--- src/rtl/perceptron_train_controller_pkg.sv ---
// Shared geometry, training constants and state encoding for the perceptron
// training sequencer.
package perceptron_train_controller_pkg;

    localparam int NUM_TABLES                   = 4;
    localparam int PERCEPTRON_TABLE_NUM_ENTRIES = 256;
    localparam int PERCEPTRON_NUM_WEIGHTS       = 8;
    localparam int PERCEPTRON_WEIGHT_WIDTH      = 8;
    localparam int BIAS_TABLE_NUM_ENTRIES       = 1024;
    localparam int BIAS_WEIGHT_WIDTH            = 8;

    localparam int HISTORY_LENGTH  = NUM_TABLES * PERCEPTRON_NUM_WEIGHTS;
    // floor(1.93*h + 14) using integer arithmetic
    localparam int TRAIN_THRESHOLD = (193 * HISTORY_LENGTH + 1400) / 100;
    localparam int SUM_WIDTH       = 16;

    localparam int TABLE_ADDR_W = $clog2(PERCEPTRON_TABLE_NUM_ENTRIES);
    localparam int BIAS_ADDR_W  = $clog2(BIAS_TABLE_NUM_ENTRIES);
    localparam int TABLE_IDX_W  = (NUM_TABLES > 1) ? $clog2(NUM_TABLES) : 1;
    localparam int INIT_WRITES  = NUM_TABLES * PERCEPTRON_TABLE_NUM_ENTRIES;
    localparam int INIT_CNT_W   = $clog2(INIT_WRITES + 1);

    typedef enum logic [1:0] {
        INIT,
        IDLE,
        DECIDE,
        UPDATE
    } train_state_t;

endpackage

--- src/rtl/perceptron_weight_updater.sv ---
// Combinational saturating +/-1 step for one row of perceptron weights.
module perceptron_weight_updater
    import perceptron_train_controller_pkg::*;
(
    input  logic [PERCEPTRON_NUM_WEIGHTS-1:0][PERCEPTRON_WEIGHT_WIDTH-1:0] weights,
    input  logic [PERCEPTRON_NUM_WEIGHTS-1:0]                              history,
    input  logic                                                           taken,
    output logic [PERCEPTRON_NUM_WEIGHTS-1:0][PERCEPTRON_WEIGHT_WIDTH-1:0] new_weights
);

    localparam int WW = PERCEPTRON_WEIGHT_WIDTH;
    localparam logic [WW-1:0] W_MAX = {1'b0, {(WW-1){1'b1}}};
    localparam logic [WW-1:0] W_MIN = {1'b1, {(WW-1){1'b0}}};

    always_comb begin
        new_weights = weights;
        for (int j = 0; j < PERCEPTRON_NUM_WEIGHTS; j++) begin
            // history bit agreeing with the outcome means x*t = +1
            if (history[j] == taken) begin
                if (weights[j] != W_MAX) new_weights[j] = weights[j] + 1'b1;
            end else begin
                if (weights[j] != W_MIN) new_weights[j] = weights[j] - 1'b1;
            end
        end
    end

endmodule

--- src/rtl/perceptron_train_controller.sv ---
// Owns the perceptron weight/bias table write ports: zero sweep after reset,
// then serialised saturating training updates, one table per cycle.
//
// state  | meaning
// INIT   | zero sweep of every table row and bias entry
// IDLE   | ready for a training request
// DECIDE | evaluate mispredict / low-confidence, no writes
// UPDATE | write table k (bias alongside k=0)
module perceptron_train_controller
    import perceptron_train_controller_pkg::*;
#(
    parameter int TRAIN_THRESHOLD = perceptron_train_controller_pkg::TRAIN_THRESHOLD,
    parameter int SUM_WIDTH       = perceptron_train_controller_pkg::SUM_WIDTH
) (
    input  logic                                   clk,
    input  logic                                   rst,
    input  logic                                   train_valid,
    output logic                                   train_ready,
    input  logic                                   train_taken,
    input  logic                                   train_pred_taken,
    input  logic signed [SUM_WIDTH-1:0]            train_sum,
    input  logic [NUM_TABLES-1:0][TABLE_ADDR_W-1:0] train_addrs,
    input  logic [BIAS_ADDR_W-1:0]                 train_bias_addr,
    input  logic [NUM_TABLES-1:0][PERCEPTRON_NUM_WEIGHTS-1:0] train_history,
    input  logic [NUM_TABLES-1:0][PERCEPTRON_NUM_WEIGHTS-1:0][PERCEPTRON_WEIGHT_WIDTH-1:0] train_weights,
    input  logic [BIAS_WEIGHT_WIDTH-1:0]           train_bias_weight,
    output logic                                   write_enable,
    output logic [TABLE_IDX_W-1:0]                 write_table_idx,
    output logic [TABLE_ADDR_W-1:0]                write_addr,
    output logic [PERCEPTRON_NUM_WEIGHTS-1:0][PERCEPTRON_WEIGHT_WIDTH-1:0] write_data,
    output logic                                   bias_write_enable,
    output logic [BIAS_ADDR_W-1:0]                 bias_write_addr,
    output logic [BIAS_WEIGHT_WIDTH-1:0]           bias_write_data,
    output logic                                   init_done,
    output logic                                   busy
);

    localparam int SW1 = SUM_WIDTH + 1;
    localparam int BW  = BIAS_WEIGHT_WIDTH;
    localparam logic [SW1-1:0]         THETA_MAG    = SW1'(TRAIN_THRESHOLD);
    localparam logic [INIT_CNT_W-1:0]  INIT_CNT_END = INIT_CNT_W'(INIT_WRITES);
    localparam logic [INIT_CNT_W-1:0]  BIAS_CNT_END = INIT_CNT_W'(BIAS_TABLE_NUM_ENTRIES);
    localparam logic [TABLE_IDX_W-1:0] LAST_K       = TABLE_IDX_W'(NUM_TABLES - 1);
    localparam logic [BW-1:0]          BIAS_MAX     = {1'b0, {(BW-1){1'b1}}};
    localparam logic [BW-1:0]          BIAS_MIN     = {1'b1, {(BW-1){1'b0}}};

    if (BIAS_TABLE_NUM_ENTRIES > INIT_WRITES) begin : g_bias_too_large
        $error("bias table larger than the perceptron zero sweep");
    end

    train_state_t state, state_nx;
    logic [INIT_CNT_W-1:0]  init_cnt, init_cnt_nx;
    logic [TABLE_IDX_W-1:0] upd_k, upd_k_nx, row_sel;
    logic                   capture;

    logic                                   cap_taken, cap_pred;
    logic signed [SUM_WIDTH-1:0]            cap_sum;
    logic [NUM_TABLES-1:0][TABLE_ADDR_W-1:0] cap_addrs;
    logic [BIAS_ADDR_W-1:0]                 cap_bias_addr;
    logic [NUM_TABLES-1:0][PERCEPTRON_NUM_WEIGHTS-1:0] cap_history;
    logic [NUM_TABLES-1:0][PERCEPTRON_NUM_WEIGHTS-1:0][PERCEPTRON_WEIGHT_WIDTH-1:0] cap_weights;
    logic [BW-1:0]                          cap_bias;

    logic                   we_nx, bwe_nx, ready_nx, busy_nx, init_done_nx;
    logic [TABLE_IDX_W-1:0] idx_nx;
    logic [TABLE_ADDR_W-1:0] addr_nx;
    logic [PERCEPTRON_NUM_WEIGHTS-1:0][PERCEPTRON_WEIGHT_WIDTH-1:0] data_nx, upd_row;
    logic [BIAS_ADDR_W-1:0] baddr_nx;
    logic [BW-1:0]          bdata_nx, bias_next;

    logic signed [SW1-1:0]  sum_ext;
    logic [SW1-1:0]         sum_mag;
    logic                   do_train;

    // one extra bit keeps |most-negative| exact
    assign sum_ext  = {cap_sum[SUM_WIDTH-1], cap_sum};
    assign sum_mag  = sum_ext[SUM_WIDTH] ? (~sum_ext + 1'b1) : sum_ext;
    assign do_train = (cap_taken != cap_pred) || (sum_mag <= THETA_MAG);

    assign row_sel = (state == UPDATE) ? upd_k + 1'b1 : '0;

    perceptron_weight_updater u_updater (
        .weights     (cap_weights[row_sel]),
        .history     (cap_history[row_sel]),
        .taken       (cap_taken),
        .new_weights (upd_row)
    );

    always_comb begin
        bias_next = cap_bias;
        if (cap_taken) begin
            if (cap_bias != BIAS_MAX) bias_next = cap_bias + 1'b1;
        end else begin
            if (cap_bias != BIAS_MIN) bias_next = cap_bias - 1'b1;
        end
    end

    // Output registers are loaded with the action of the state being entered,
    // so every write is registered and reset holds all enables low.
    always_comb begin
        state_nx     = state;
        init_cnt_nx  = init_cnt;
        upd_k_nx     = upd_k;
        capture      = 1'b0;
        we_nx        = 1'b0;
        idx_nx       = write_table_idx;
        addr_nx      = write_addr;
        data_nx      = write_data;
        bwe_nx       = 1'b0;
        baddr_nx     = bias_write_addr;
        bdata_nx     = bias_write_data;
        ready_nx     = 1'b0;
        busy_nx      = 1'b1;
        init_done_nx = init_done;
        unique case (state)
            INIT: begin
                if (init_cnt == INIT_CNT_END) begin
                    state_nx     = IDLE;
                    ready_nx     = 1'b1;
                    busy_nx      = 1'b0;
                    init_done_nx = 1'b1;
                end else begin
                    we_nx   = 1'b1;
                    idx_nx  = TABLE_IDX_W'(32'(init_cnt) / PERCEPTRON_TABLE_NUM_ENTRIES);
                    addr_nx = TABLE_ADDR_W'(32'(init_cnt) % PERCEPTRON_TABLE_NUM_ENTRIES);
                    data_nx = '0;
                    if (init_cnt < BIAS_CNT_END) begin
                        bwe_nx   = 1'b1;
                        baddr_nx = BIAS_ADDR_W'(init_cnt);
                        bdata_nx = '0;
                    end
                    init_cnt_nx = init_cnt + 1'b1;
                end
            end
            IDLE: begin
                ready_nx = 1'b1;
                busy_nx  = 1'b0;
                if (train_valid && train_ready) begin
                    capture  = 1'b1;
                    state_nx = DECIDE;
                    ready_nx = 1'b0;
                    busy_nx  = 1'b1;
                end
            end
            DECIDE: begin
                if (do_train) begin
                    state_nx = UPDATE;
                    upd_k_nx = '0;
                    we_nx    = 1'b1;
                    idx_nx   = row_sel;
                    addr_nx  = cap_addrs[row_sel];
                    data_nx  = upd_row;
                    bwe_nx   = 1'b1;
                    baddr_nx = cap_bias_addr;
                    bdata_nx = bias_next;
                end else begin
                    state_nx = IDLE;
                    ready_nx = 1'b1;
                    busy_nx  = 1'b0;
                end
            end
            UPDATE: begin
                if (upd_k == LAST_K) begin
                    state_nx = IDLE;
                    ready_nx = 1'b1;
                    busy_nx  = 1'b0;
                end else begin
                    upd_k_nx = row_sel;
                    we_nx    = 1'b1;
                    idx_nx   = row_sel;
                    addr_nx  = cap_addrs[row_sel];
                    data_nx  = upd_row;
                end
            end
            default: state_nx = INIT;
        endcase
    end

    always_ff @(posedge clk or negedge rst) begin
        if (!rst) begin
            state             <= INIT;
            init_cnt          <= '0;
            upd_k             <= '0;
            write_enable      <= 1'b0;
            write_table_idx   <= '0;
            write_addr        <= '0;
            write_data        <= '0;
            bias_write_enable <= 1'b0;
            bias_write_addr   <= '0;
            bias_write_data   <= '0;
            train_ready       <= 1'b0;
            busy              <= 1'b1;
            init_done         <= 1'b0;
        end else begin
            state             <= state_nx;
            init_cnt          <= init_cnt_nx;
            upd_k             <= upd_k_nx;
            write_enable      <= we_nx;
            write_table_idx   <= idx_nx;
            write_addr        <= addr_nx;
            write_data        <= data_nx;
            bias_write_enable <= bwe_nx;
            bias_write_addr   <= baddr_nx;
            bias_write_data   <= bdata_nx;
            train_ready       <= ready_nx;
            busy              <= busy_nx;
            init_done         <= init_done_nx;
        end
    end

    always_ff @(posedge clk or negedge rst) begin
        if (!rst) begin
            cap_taken     <= 1'b0;
            cap_pred      <= 1'b0;
            cap_sum       <= '0;
            cap_addrs     <= '0;
            cap_bias_addr <= '0;
            cap_history   <= '0;
            cap_weights   <= '0;
            cap_bias      <= '0;
        end else if (capture) begin
            cap_taken     <= train_taken;
            cap_pred      <= train_pred_taken;
            cap_sum       <= train_sum;
            cap_addrs     <= train_addrs;
            cap_bias_addr <= train_bias_addr;
            cap_history   <= train_history;
            cap_weights   <= train_weights;
            cap_bias      <= train_bias_weight;
        end
    end

endmodule

--- config.mk ---
export PLATFORM = sky130hd
export DESIGN_NAME = perceptron_train_controller
export DESIGN_NICKNAME = d
export VERILOG_FILES = /design/src/rtl/perceptron_train_controller_pkg.sv /design/src/rtl/perceptron_weight_updater.sv /design/src/rtl/perceptron_train_controller.sv
export SDC_FILE = /design/constraint.sdc
export NUM_CORES = 1
export LEC_CHECK = 0
export CORE_UTILIZATION = 48
export DETAILED_ROUTE_END_ITERATION = 10
export HOLD_SLACK_MARGIN = 0.1
export PLACE_DENSITY = 0.74
export SETUP_SLACK_MARGIN = 0.1
export SLEW_MARGIN = 20
export SYNTH_ARGS = -nofsm -noshare
export SYNTH_HDL_FRONTEND = slang
export SYNTH_SLANG_ARGS = --single-unit
--- constraint.sdc ---
create_clock -name clk -period 3.7 [get_ports clk]
set_input_delay 1.11 -clock clk [delete_from_list [all_inputs] [get_ports clk]]
set_output_delay 1.11 -clock clk [all_outputs]
set_load 0.01 [all_outputs]
==> out/results.ini, run 1 <==
[floorplan]
start_util_pct=49.07
coreArea_sq_um=50480
io_pins=456
fp-row-count=82
die_x_um=229.2
die_y_um=229.2
die_area_sq_um=52510

[cells_and_area]
final_cell_mix=465 x dfrtp_1, 454 x clkdlybuf4s50_1, 382 x mux2_2
layout-drive-gt1-share_pct=22.68
nets=3100
area_delta_synth_final_pct=30.91
stdcell_count=3425
layout_commonest_cell=dfrtp_1
fill_cells=4053

[synthesis]
seq_area_frac_synth_pct=47.29
syn_area_per_cell_sq_um=11.11
synthCells=2229
async_reset_ff_share_pct=100.0
syn_nets=2624
synth_flop_cell=dfrtp_1
synth_edf_count=0
ys_warn_count=0
synth_cell_type_count=90
syn-cell-area_sq_um=24770
ys_seq_elements=468

[global_routing]
grt_pass1_wl_um=121300
grt_pass1_vias=20553
grt_max_degree=85
grt_usage_pct=29.99
grt_antenna_before_repair=11
grt_overflow=0

[power]
leakage_nw=13.46
powerDensity_nw_per_um2=1002
ir_drop_uv=483.9
fin_total_pwr_w=0.03249

[worst_setup_path]
worstPathCellList=buf_12, buf_4, mux2i_1, nand2_1, a222oi_1, and4_1, a21oi_1, a21oi_1, o32ai_1, a22o_1
slowest_delay_ns=0.59
path_class=register to register
worst_path_max_delay_cell=a222oi_1
path_max_fanout=42
crit_top_cell=a21oi_1
start_kind=register
worstPathArrival_ns=3.99
rr_endpoint=write_data[46]
reg2reg_depth=10
cp-end-kind=register
crit_start=upd_k[0]
crit_required_ns=4.18
r2r_setup_slack_ns=0.19
r2r-start=upd_k[0]

[run_status]
status=complete, no violations

[timing]
maxSlewViolCount=0
max_freq_ghz=0.2847
grt_setup_unrepaired=true
maxSlewHeadroom_pct=46.74
skew_ns=0.01236
finalSetupViolCount=0
layout_setup_ws_ns=0.1877
hold_slack_ns=0.4833
fin_crit_ns=3.512
hold_viol_final=0
worst_pin_slew_ns=0.7906
tns_ns=0
finalCritPeriodShare_pct=94.93

[min_path]
holdCritStartpoint=write_addr[1]
holdPathStages=2
hold_class=register to register
hold_end=write_addr[1]

[place]
hpwl_um=59040
dp_cells=3320
finalWeightedCongestion=0.8951
numPortBuffers=455
pre_cts_ws_ns=0.1434

[cts]
clock_latency_ns=0.60
clock-sinks=468
clockBufferDepth=3
numCtsBuffers=53
cts_root_buf=clkbuf_16
htreeDepth=2
clkTransAtPathRegs_ns=0.06
cts_tree=built
hold_buffers=0

[drt]
viasPerCell=5.819
routed_wl_um=78840
vias=19929
wl_per_cell_um=23.02
drt.antenna.violating_nets=0
drc=0
drtIter0Drc=1463
firstDrtPassIters=6

[job]
maxCapViolCount=0

==> kinds of logic (layout without fill, tap and decap cells) <==
family / count (synthesis) / count (layout) / share of synthesized area [%]
and+or+nand+nor: 547 / 547 / 10.98
muxes: 479 / 479 / 21.29
DFF: 468 / 468 / 47.29
AOI/OAI and AO/OA: 436 / 436 / 12.36
buffers and inverters: 184 / 698 / 3.466
xor gates and xnor gates: 79 / 79 / 2.794
adders and majority gates: 36 / 36 / 1.819
other: 0 / 10 / 0
==> registers in the layout, indices dropped and copies added, names as in the netlist, 2 cells and up <==
signal / count
bias_write_addr: 10
write_addr: 8
cap_history: 32
write_table_idx: 2
init_cnt: 11
upd_k: 2
cap_bias: 8
cap_addrs: 32
cap_sum: 16
cap_bias_addr: 10
bias_write_data: 8
cap_weights: 256
write_data: 64
state: 2
==> power by group <==
part | internal (W) | switching, W | total (W)
logic | 0.00811 | 0.00983 | 0.0179
registers | 0.00754 | 0.00173 | 0.00926
clock network | 0.00315 | 0.00214 | 0.00528
total | 0.0188 | 0.0137 | 0.0325
==> metal layers <==
metal	share of wire [%]	up-vias	GRT usage, %
met5	0	-	0
met4	2.6	0	9.667
met3	5.6	125	5.329
met2	49	633	49.94
met1	43	10046	39.60
li1	-	9125	-
==> synth_stat cells (23+ instances only) <==
cell type	count	area (sq um)
mux2i_1	97	970.9
clkbuf_1	84	315.3
mux2_2	382	4302
ha_1	36	450.4
o21ai_0	58	290.3
o22ai_1	41	256.5
xnor2_1	53	464.2
a31oi_1	31	193.9
nor2_1	94	352.8
nand2_1	195	732.0
nor3_1	46	230.2
dfrtp_1	467	11690
o21ai_1	24	120.1
a21oi_1	72	360.4
inv_1	43	161.4
nand3_1	42	210.2
xor2_1	26	227.7
a211oi_1	38	285.3
and2_1	32	200.2
a22o_1	23	201.4
==> cell type report <==
| type | instances | area (sq um) | share of cell area, % |
|---|---|---|---|
| sequential | 468 | 11720 | 36.14 |
| antenna | 10 | 25.02 | 0.07718 |
| multi-input combinational | 1577 | 12290 | 37.89 |
| inverter | 43 | 161.4 | 0.4978 |
| timing repair buffer | 562 | 5650 | 17.43 |
| clock inverter | 15 | 158.9 | 0.4901 |
| clock buffer | 78 | 1583 | 4.882 |
| tap | 672 | 840.8 | 2.593 |
==> per-stage QoR <==
step	instance area, sq um	utilization [%]
final	32420	64.23
after global placement	30600	60.62
after global routing	32420	64.23
after detailed placement	30600	60.62
after floorplan	24780	-
after CTS	32340	64.07
==> how the worst max path moves through the flow <==
stage	cells after the start	end	slack, ns
2_1_floorplan	17	write_data[61]	0.10
3_3_place_gp	15	write_data[61]	0.23
3_5_place_dp	15	write_data[61]	0.14
4_1_cts	15	write_data[61]	0.13
5_1_grt	15	write_data[61]	0.03
6_report	10	write_data[46]	0.19
==> worst max-delay path: cells and delay by family (launching register included) <==
family / cells / cell delay [ns]
AND/OR/NAND/NOR: 2 / 0.48
AO/OA/AOI/OAI: 5 / 1.27
multiplexers: 1 / 0.55
flip-flops: 1 / 0.47
buffers and inverters: 2 / 0.60
==> repair_timing <==
action                     CTS  global route
setup buffers                0             2
gates resized for setup      0             7
setup endpoints to repair    0            29
hold endpoints to repair     0             0
(Power assumes the default switching activity.)
==> inputs of run 2 (changes only) <==
==> constraint.sdc (replaced) <==
create_clock -name clk -period 3.7 [get_ports clk]
set_input_delay 1.11 -clock clk [delete_from_list [all_inputs] [get_ports clk]]
set_output_delay 1.11 -clock clk [all_outputs]
set_load 0.1 [all_outputs]
==> run 2 against run 1 <==
Against the previous run:
- hold slack got worse by 0.027 ns
- design area fell by 0.59%
- total power rose by 6.4%
- combinational power rose by 12%
- sequential share of layout area rose by 0.22 points
==> out/results.ini, run 2 (synthesis results as in run 1) <==
[drt]
drtIter0Drc=1486  ; +1.6%
wl_per_cell_um=22.73  ; -1.3%
drc=0  ; unchanged
routed_wl_um=77720  ; -1.4%
viasPerCell=5.785  ; -0.59%
drt.antenna.violating_nets=0  ; unchanged
firstDrtPassIters=6  ; unchanged
vias=19783  ; -0.73%

[timing]
finalCritPeriodShare_pct=94.48  ; -0.44 points
skew_ns=0.01417  ; +0.001808 ns
hold_slack_ns=0.4563  ; -0.02697 ns
tns_ns=0  ; unchanged
maxSlewViolCount=0  ; unchanged
maxSlewHeadroom_pct=40.15  ; -6.6 points
worst_pin_slew_ns=0.8977  ; +0.1071 ns
hold_viol_final=0  ; unchanged
grt_setup_unrepaired=false
finalSetupViolCount=0  ; unchanged
max_freq_ghz=0.2861  ; +0.47%
fin_crit_ns=3.496  ; -0.01644 ns

[worst_setup_path]
start_kind=register
r2r-start=state[0]
path_class=register to register
reg2reg_depth=10  ; unchanged
path_max_fanout=34  ; -19%
rr_endpoint=write_data[59]
crit_start=state[0]
r2r_setup_slack_ns=0.20  ; +0.02 ns
worstPathArrival_ns=3.98  ; about the same
cp-end-kind=register
crit_required_ns=4.18  ; about the same
worstSetupEndpoint=write_data[59]

[cts]
clockBufferDepth=3  ; unchanged
clock_latency_ns=0.61  ; about the same
clock-sinks=468  ; unchanged
clkTransAtPathRegs_ns=0.06  ; about the same
htreeDepth=2  ; unchanged
numCtsBuffers=52  ; -1.9%
cts_root_buf=clkbuf_16
hold_buffers=0  ; unchanged
cts_tree=built

[min_path]
hold_class=primary input to async pin

[global_routing]
grt_usage_pct=29.33  ; -0.66 points
grt_antenna_before_repair=11  ; unchanged
grt_overflow=0  ; unchanged
grt_max_degree=82  ; -3.5%
grt_pass1_vias=20508  ; -0.22%
grt_pass1_wl_um=119400  ; -1.6%

[cells_and_area]
top_regs=cap_weights: 256 flops, write_data: 64 flops
nets=3092  ; -0.26%
final_cell_mix=465 x dfrtp_1, 382 x mux2_2, 357 x clkdlybuf4s50_1
layout_commonest_cell=dfrtp_1
area_delta_synth_final_pct=30.13
layout-drive-gt1-share_pct=26.10  ; +3.4 points
largest_reg_flops=256  ; unchanged
top_register=cap_weights
stdcell_area_sq_um=32230  ; -0.59%

[floorplan]
coreArea_sq_um=50480  ; unchanged
start_util_pct=49.07  ; unchanged
fp-row-count=82  ; unchanged
io_pins=456  ; unchanged
die_x_um=229.2  ; unchanged
die_y_um=229.2  ; unchanged
die_area_sq_um=52510  ; unchanged

[power]
fin_total_pwr_w=0.03458  ; +6.4%
leakage_nw=13.61  ; +1.1%
ir_drop_uv=728.9  ; +51%
powerDensity_nw_per_um2=1073  ; +7.1%

[place]
numPortBuffers=455  ; unchanged
finalWeightedCongestion=0.9301  ; +3.9%
hpwl_um=57140  ; -3.2%
placed_cell_area_sq_um=30260  ; -1.1%

[job]
maxCapViolCount=0  ; unchanged

[run_status]
status=complete, no violations

run 2: worst max-delay path, cell delays in order, from the launching register on:
cell	delay, ns
dfrtp_1	0.43
ha_2	0.25
buf_12	0.21
nand2b_2	0.29
a211oi_1	0.39
nor2_1	0.16
or3_1	0.50
o41ai_4	0.48
buf_4	0.23
o221ai_1	0.14
a32o_1	0.27
run 2: through the flow:
stage / instances / util, % / setup WS, ns
floorplan: 2229 / - / 0.1625
global placement: 3308 / 59.95 / 0.07470
detailed placement: 3308 / 59.95 / 0.004341
CTS: 3408 / 63.60 / 0.1050
global route: 3417 / 63.84 / 0.05213
finish: 3420 / 63.85 / 0.2042
run 2: final cells by class:
class | instances | area [sq um]
well taps | 672 | 840.8
multi-input cells | 1578 | 12350
repair buffers | 554 | 5355
clock buffers | 73 | 1450
clock inverters | 23 | 337.8
diodes | 9 | 22.52
fillers | 4033 | 18250
flip-flops and latches | 468 | 11720
inverters | 43 | 161.4
run 2: timing repair:
action	4_1_cts	5_1_grt
cloned	0	1
resized for setup	1	14
setup endpoints to repair	6	40
setup buffers	4	2
pin swaps	0	2
run 2: worst min path at each step:
stage	start	to	slack, ns	cells past startpoint
floorplan	cap_weights[166]	cap_weights[166]	0.47	1
global placement	write_data[31]	write_data[31]	0.47	2
detailed placement	init_done	init_done	0.48	1
CTS	rst	cap_weights[211]	0.46	1
global route	rst	cap_weights[210]	0.48	1
finish	rst	cap_weights[211]	0.46	1
run 2: report_power, final:
group | total (W) | switching [W] | internal (W) | leakage [nW]
Combinational | 0.0200 | 0.0120 | 0.00796 | 7.04
Clock | 0.00544 | 0.00221 | 0.00323 | 0.864
Sequential | 0.00916 | 0.00162 | 0.00754 | 5.71
Total | 0.0346 | 0.0159 | 0.0187 | 13.6
run 2: metal layers:
metal / track usage, % / share of wire (%) / vias up
li1: - / - / 9113
met2: 48.40 / 48 / 662
met5: 0 / 0.033 / -
met4: 10.27 / 3.3 / 4
met3: 5.789 / 6.0 / 149
met1: 38.42 / 43 / 9855
==> edit 1, RTL diff (flow settings as in run 1) <==
Re-encode `train_state_t` (4 states) as Gray code, 2 bits wide.
--- a/src/rtl/perceptron_train_controller_pkg.sv
+++ b/src/rtl/perceptron_train_controller_pkg.sv
@@ -23,6 +23,6 @@
     typedef enum logic [1:0] {
-        INIT,
-        IDLE,
-        DECIDE,
-        UPDATE
+        INIT   = 2'b00,
+        IDLE   = 2'b01,
+        DECIDE = 2'b11,
+        UPDATE = 2'b10
     } train_state_t;
Check against the original RTL: same outputs for any inputs over 10 cycles, from zero or initial values and one cycle with rst low; not proved beyond that.
==> edit 1 against run 1 <==
Routed wire length is essentially flat. Sequential power grew 0.6%. Final area grew 0.91%. Utilization shrank 0.71 points. Via count grew 0.88%. Hold slack lost 0.019 ns. Total power shrank 8.0%. Count of clock-buffer cells in the layout shrank 1. Non-clock buffer count shrank 15. Sequential share of layout area shrank 0.33 points. Synthesized area grew 1.3%. Sequential cell count is the same. Worst setup slack gained 0.036 ns. Critical endpoint is now write_data[4]. Highest routed layer is now met5.
==> edit 1: results (changes against run 1) <==
grt_start_max_net_pins: 75  # -12%
drt_iter0_markers: 1393  # -4.8%
grtUsageTotal: 0.292  # -0.00775
final_net_count: 3126  # +0.84%
peakVddDrop_uv: 431  # -11%
grt_use_met3: 0.0608  # +0.00748
relSlewSlack: 0.439  # -0.0284
firstDrtPassIters: 5  # -1
synth_nets: 2667  # +1.6%
ys.warnings.count: 0  # unchanged
skew_ns: 0.0185  # +0.00615 ns
synth_seq_area_share: 0.467  # -0.00592
rrSetupSlack_ns: 0.22  # +0.04 ns
avgRoutedWirePerCell_um: 22.8  # -1.0%
largestRegisters: "cap_weights (256), write_data (64)"
cp_slowest_stage_delay_ns: 0.43  # -0.16 ns
final_layout_size_suffix_gt1_frac: 0.234  # +0.00675
finalWeightedCongestion: 0.888  # -0.78%
cts_buffers: 52  # -1.9%
synthTopCellsByCount: "467 x dfrtp_1, 391 x mux2_2, 232 x nand2_1"
grt-ovfl-total: 0  # unchanged
cts.clk_slew.worst_paths_ns: 0.06  # about the same
crit_start: "state[0]"
status: "finished, final reports clean"
grt_use_met1: 0.388  # -0.00796
fill_cells: 4107  # +1.3%
reg2reg_depth: 14  # +4
dp_hpwl_um: 58000  # -1.7%
hold_class: "input port to asynchronous set/reset pin"
grt_pass1_vias: 20500  # -0.25%
slowest_stage: "dfrtp_1"
ys_top_cells_by_area: "dfrtp_1 47%, mux2_2 18%, nand2_1 3.5%, mux2i_1 3.2%, xnor2_1 2.0%"
endpoint: "write_data[4]"
yosysUniqueCellTypes: 103  # +14%
leakage_uw: 0.0134  # -0.19%
critPathMaxFanout: 8  # -81%
## edit 1: cells by family after synthesis
| group | synth area share |
|---|---|
| adders and majority gates | 0.0175 |
| and+or+nand+nor | 0.115 |
| DFF | 0.467 |
| buffers and inverters | 0.0360 |
| AOI/OAI and AO/OA | 0.126 |
| xor gates and xnor gates | 0.0279 |
| muxes | 0.211 |
## edit 1: worst min-delay path by stage
stage | startpoint | end | slack [ns] | cells past startpoint
4_1_cts | write_data[44] | write_data[44] | 0.48 | 2
3_3_place_gp | write_data[28] | write_data[28] | 0.46 | 2
2_1_floorplan | cap_addrs[16] | cap_addrs[16] | 0.47 | 1
5_1_grt | write_data[51] | write_data[51] | 0.50 | 2
6_report | rst | cap_sum[0] | 0.46 | 1
3_5_place_dp | write_data[38] | write_data[38] | 0.46 | 2
## edit 1: through the flow
| step | instances | worst slack [ns] | util | cell area [um2] |
|---|---|---|---|---|
| 6_report | 3460 | 0.224 | 0.635 | 32700 |
| 4_1_cts | 3447 | 0.163 | 0.632 | 32600 |
| 3_3_place_gp | 3350 | 0.267 | 0.596 | 30700 |
| 5_1_grt | 3460 | 0.0763 | 0.635 | 32700 |
| 3_5_place_dp | 3350 | 0.139 | 0.596 | 30700 |
| 2_1_floorplan | 2273 | 0.419 | - | 25100 |
## edit 1: repair_timing
action                                  in CTS  in global routing
endpoints found under the setup margin       0                 45
buffers inserted                             0                  6
gates resized for setup                      0                 13
## edit 1: final cells by class
type,instances,share of cell area
clock inverters,20,0.00910
flip-flops and latches,468,0.358
diodes,5,0.000382
well taps,680,0.0260
inverters,47,0.00539
clock buffers,77,0.0479
repair buffers,547,0.169
multi-input cells,1616,0.384
## edit 1: power groups by stage
stage                     Clock [uW]  Sequential (uW)  Combinational, uW
after floorplan                    0             8810              10300
final                           5600             9320              15000
after detailed placement           0             9360              14700
after global placement             0             9270              14400
after global routing            5900             9610              16200
after CTS                       5690             9290              14800
## edit 1: routing by layer
| layer | part of all wire | up-vias |
|---|---|---|
| met3 | 0.069 | 148 |
| met5 | 0.00099 | - |
| met4 | 0.029 | 12 |
| met1 | 0.43 | 10000 |
| met2 | 0.47 | 696 |
| li1 | - | 9214 |
==> edit 2, RTL diff (config.mk and constraints of run 1) <==
Without the edit above. Change the package constant `PERCEPTRON_NUM_WEIGHTS` from 8 to 7.
--- a/src/rtl/perceptron_train_controller_pkg.sv
+++ b/src/rtl/perceptron_train_controller_pkg.sv
@@ -6,3 +6,3 @@
     localparam int PERCEPTRON_TABLE_NUM_ENTRIES = 256;
-    localparam int PERCEPTRON_NUM_WEIGHTS       = 8;
+    localparam int PERCEPTRON_NUM_WEIGHTS       = 7;
     localparam int PERCEPTRON_WEIGHT_WIDTH      = 8;
Ports: changed (resized train_history, train_weights and write_data); port bits go from 456 to 412. No check against the original RTL was run, so the function may have changed too.
==> edit 2 against run 1 <==
The run now ends with DRC left. Synthesized area decreased by 7.2%. Final area shrank 7.7%. First-iteration DRC count increased by 17%. Routed wire length fell by 4.4%. Sequential cell count is 44 lower. Worst setup slack better by 0.033 ns. Critical path type unchanged. Critical endpoint is now write_data[21]. Largest cell class unchanged.
Power is not compared: it rests on default switching activity, and its combinational part moved more than twofold at a synthesized area within 25%.
==> edit 2: results (changes against run 1) <==
fill_cells: 3785  # -6.6%
wl_met1_um: 33700  # -0.87%
drt_iter0_markers: 1711  # +17%
grt_pass1_wl_um: 115000  # -5.3%
status: "complete, but fails checks"
final_net_count: 2881  # -7.1%
drc: 9  # +9
finalWeightedCongestion: 0.926  # +3.4%
skew_ns: 0.0240  # +0.0117 ns
rrSetupSlack_ns: 0.22  # +0.03 ns
post_cts_resized: 1  # +1
bufAreaShareNonClock: 0.169  # -0.00546
port_buffers: 411  # -9.7%
hold_path_depth: 1  # -1
drt-total-wl_um: 75400  # -4.4%
dr_wl_met2_um: 33700  # -12%
cp_slowest_stage_delay_ns: 0.57  # -0.02 ns
inverters: 40  # -7.0%
top_layer: "met5"
synth-xor-area-share: 0.0247  # -0.00322
largestRegisters: "cap_weights (224), write_data (56), cap_addrs (32)"
nNonClkBuffers: 503  # -10%
grtUsageTotal: 0.305  # +0.00554
clk_share: 0.0551  # +0.00143
grt_pass1_vias: 19100  # -7.3%
violations: "DRC"
firstDrtPassIters: 10  # +4
grt_use_met3: 0.0560  # +0.00271
synthAdderAreaFrac: 0.0184  # +0.000217
total_power_uw: 10100
## edit 2: cell types whose count changed in the layout (fill, tap and decap cells not counted), sizes merged, moves of 18 or more
cell and delta:
mux2i -49, clkdlybuf4s50 -44, dfrtp -44, o22ai -29, mux2 -27, buf -18
## edit 2: worst register-to-register path: stages, from the launching register on
cell      delay (ns)
dfrtp_4         0.57
ha_2            0.44
and2_2          0.24
buf_12          0.24
o21ai_2         0.12
inv_1           0.09
ha_1            0.23
nor4b_1         0.42
a41oi_1         0.23
buf_4           0.20
a211oi_1        0.24
a31oi_1         0.07
a21oi_1         0.22
a21o_1          0.11
## edit 2: metrics by stage
step	setup slack (ns)	hold WS, ns	std cells	instance area (um2)
4_1_cts	0.134	0.464	3160	29700
6_report	0.221	0.464	3173	29900
2_1_floorplan	0.290	0.471	2105	23000
3_3_place_gp	0.151	0.457	3075	28000
5_1_grt	0.0835	0.487	3173	29900
3_5_place_dp	0.0746	0.459	3075	28000
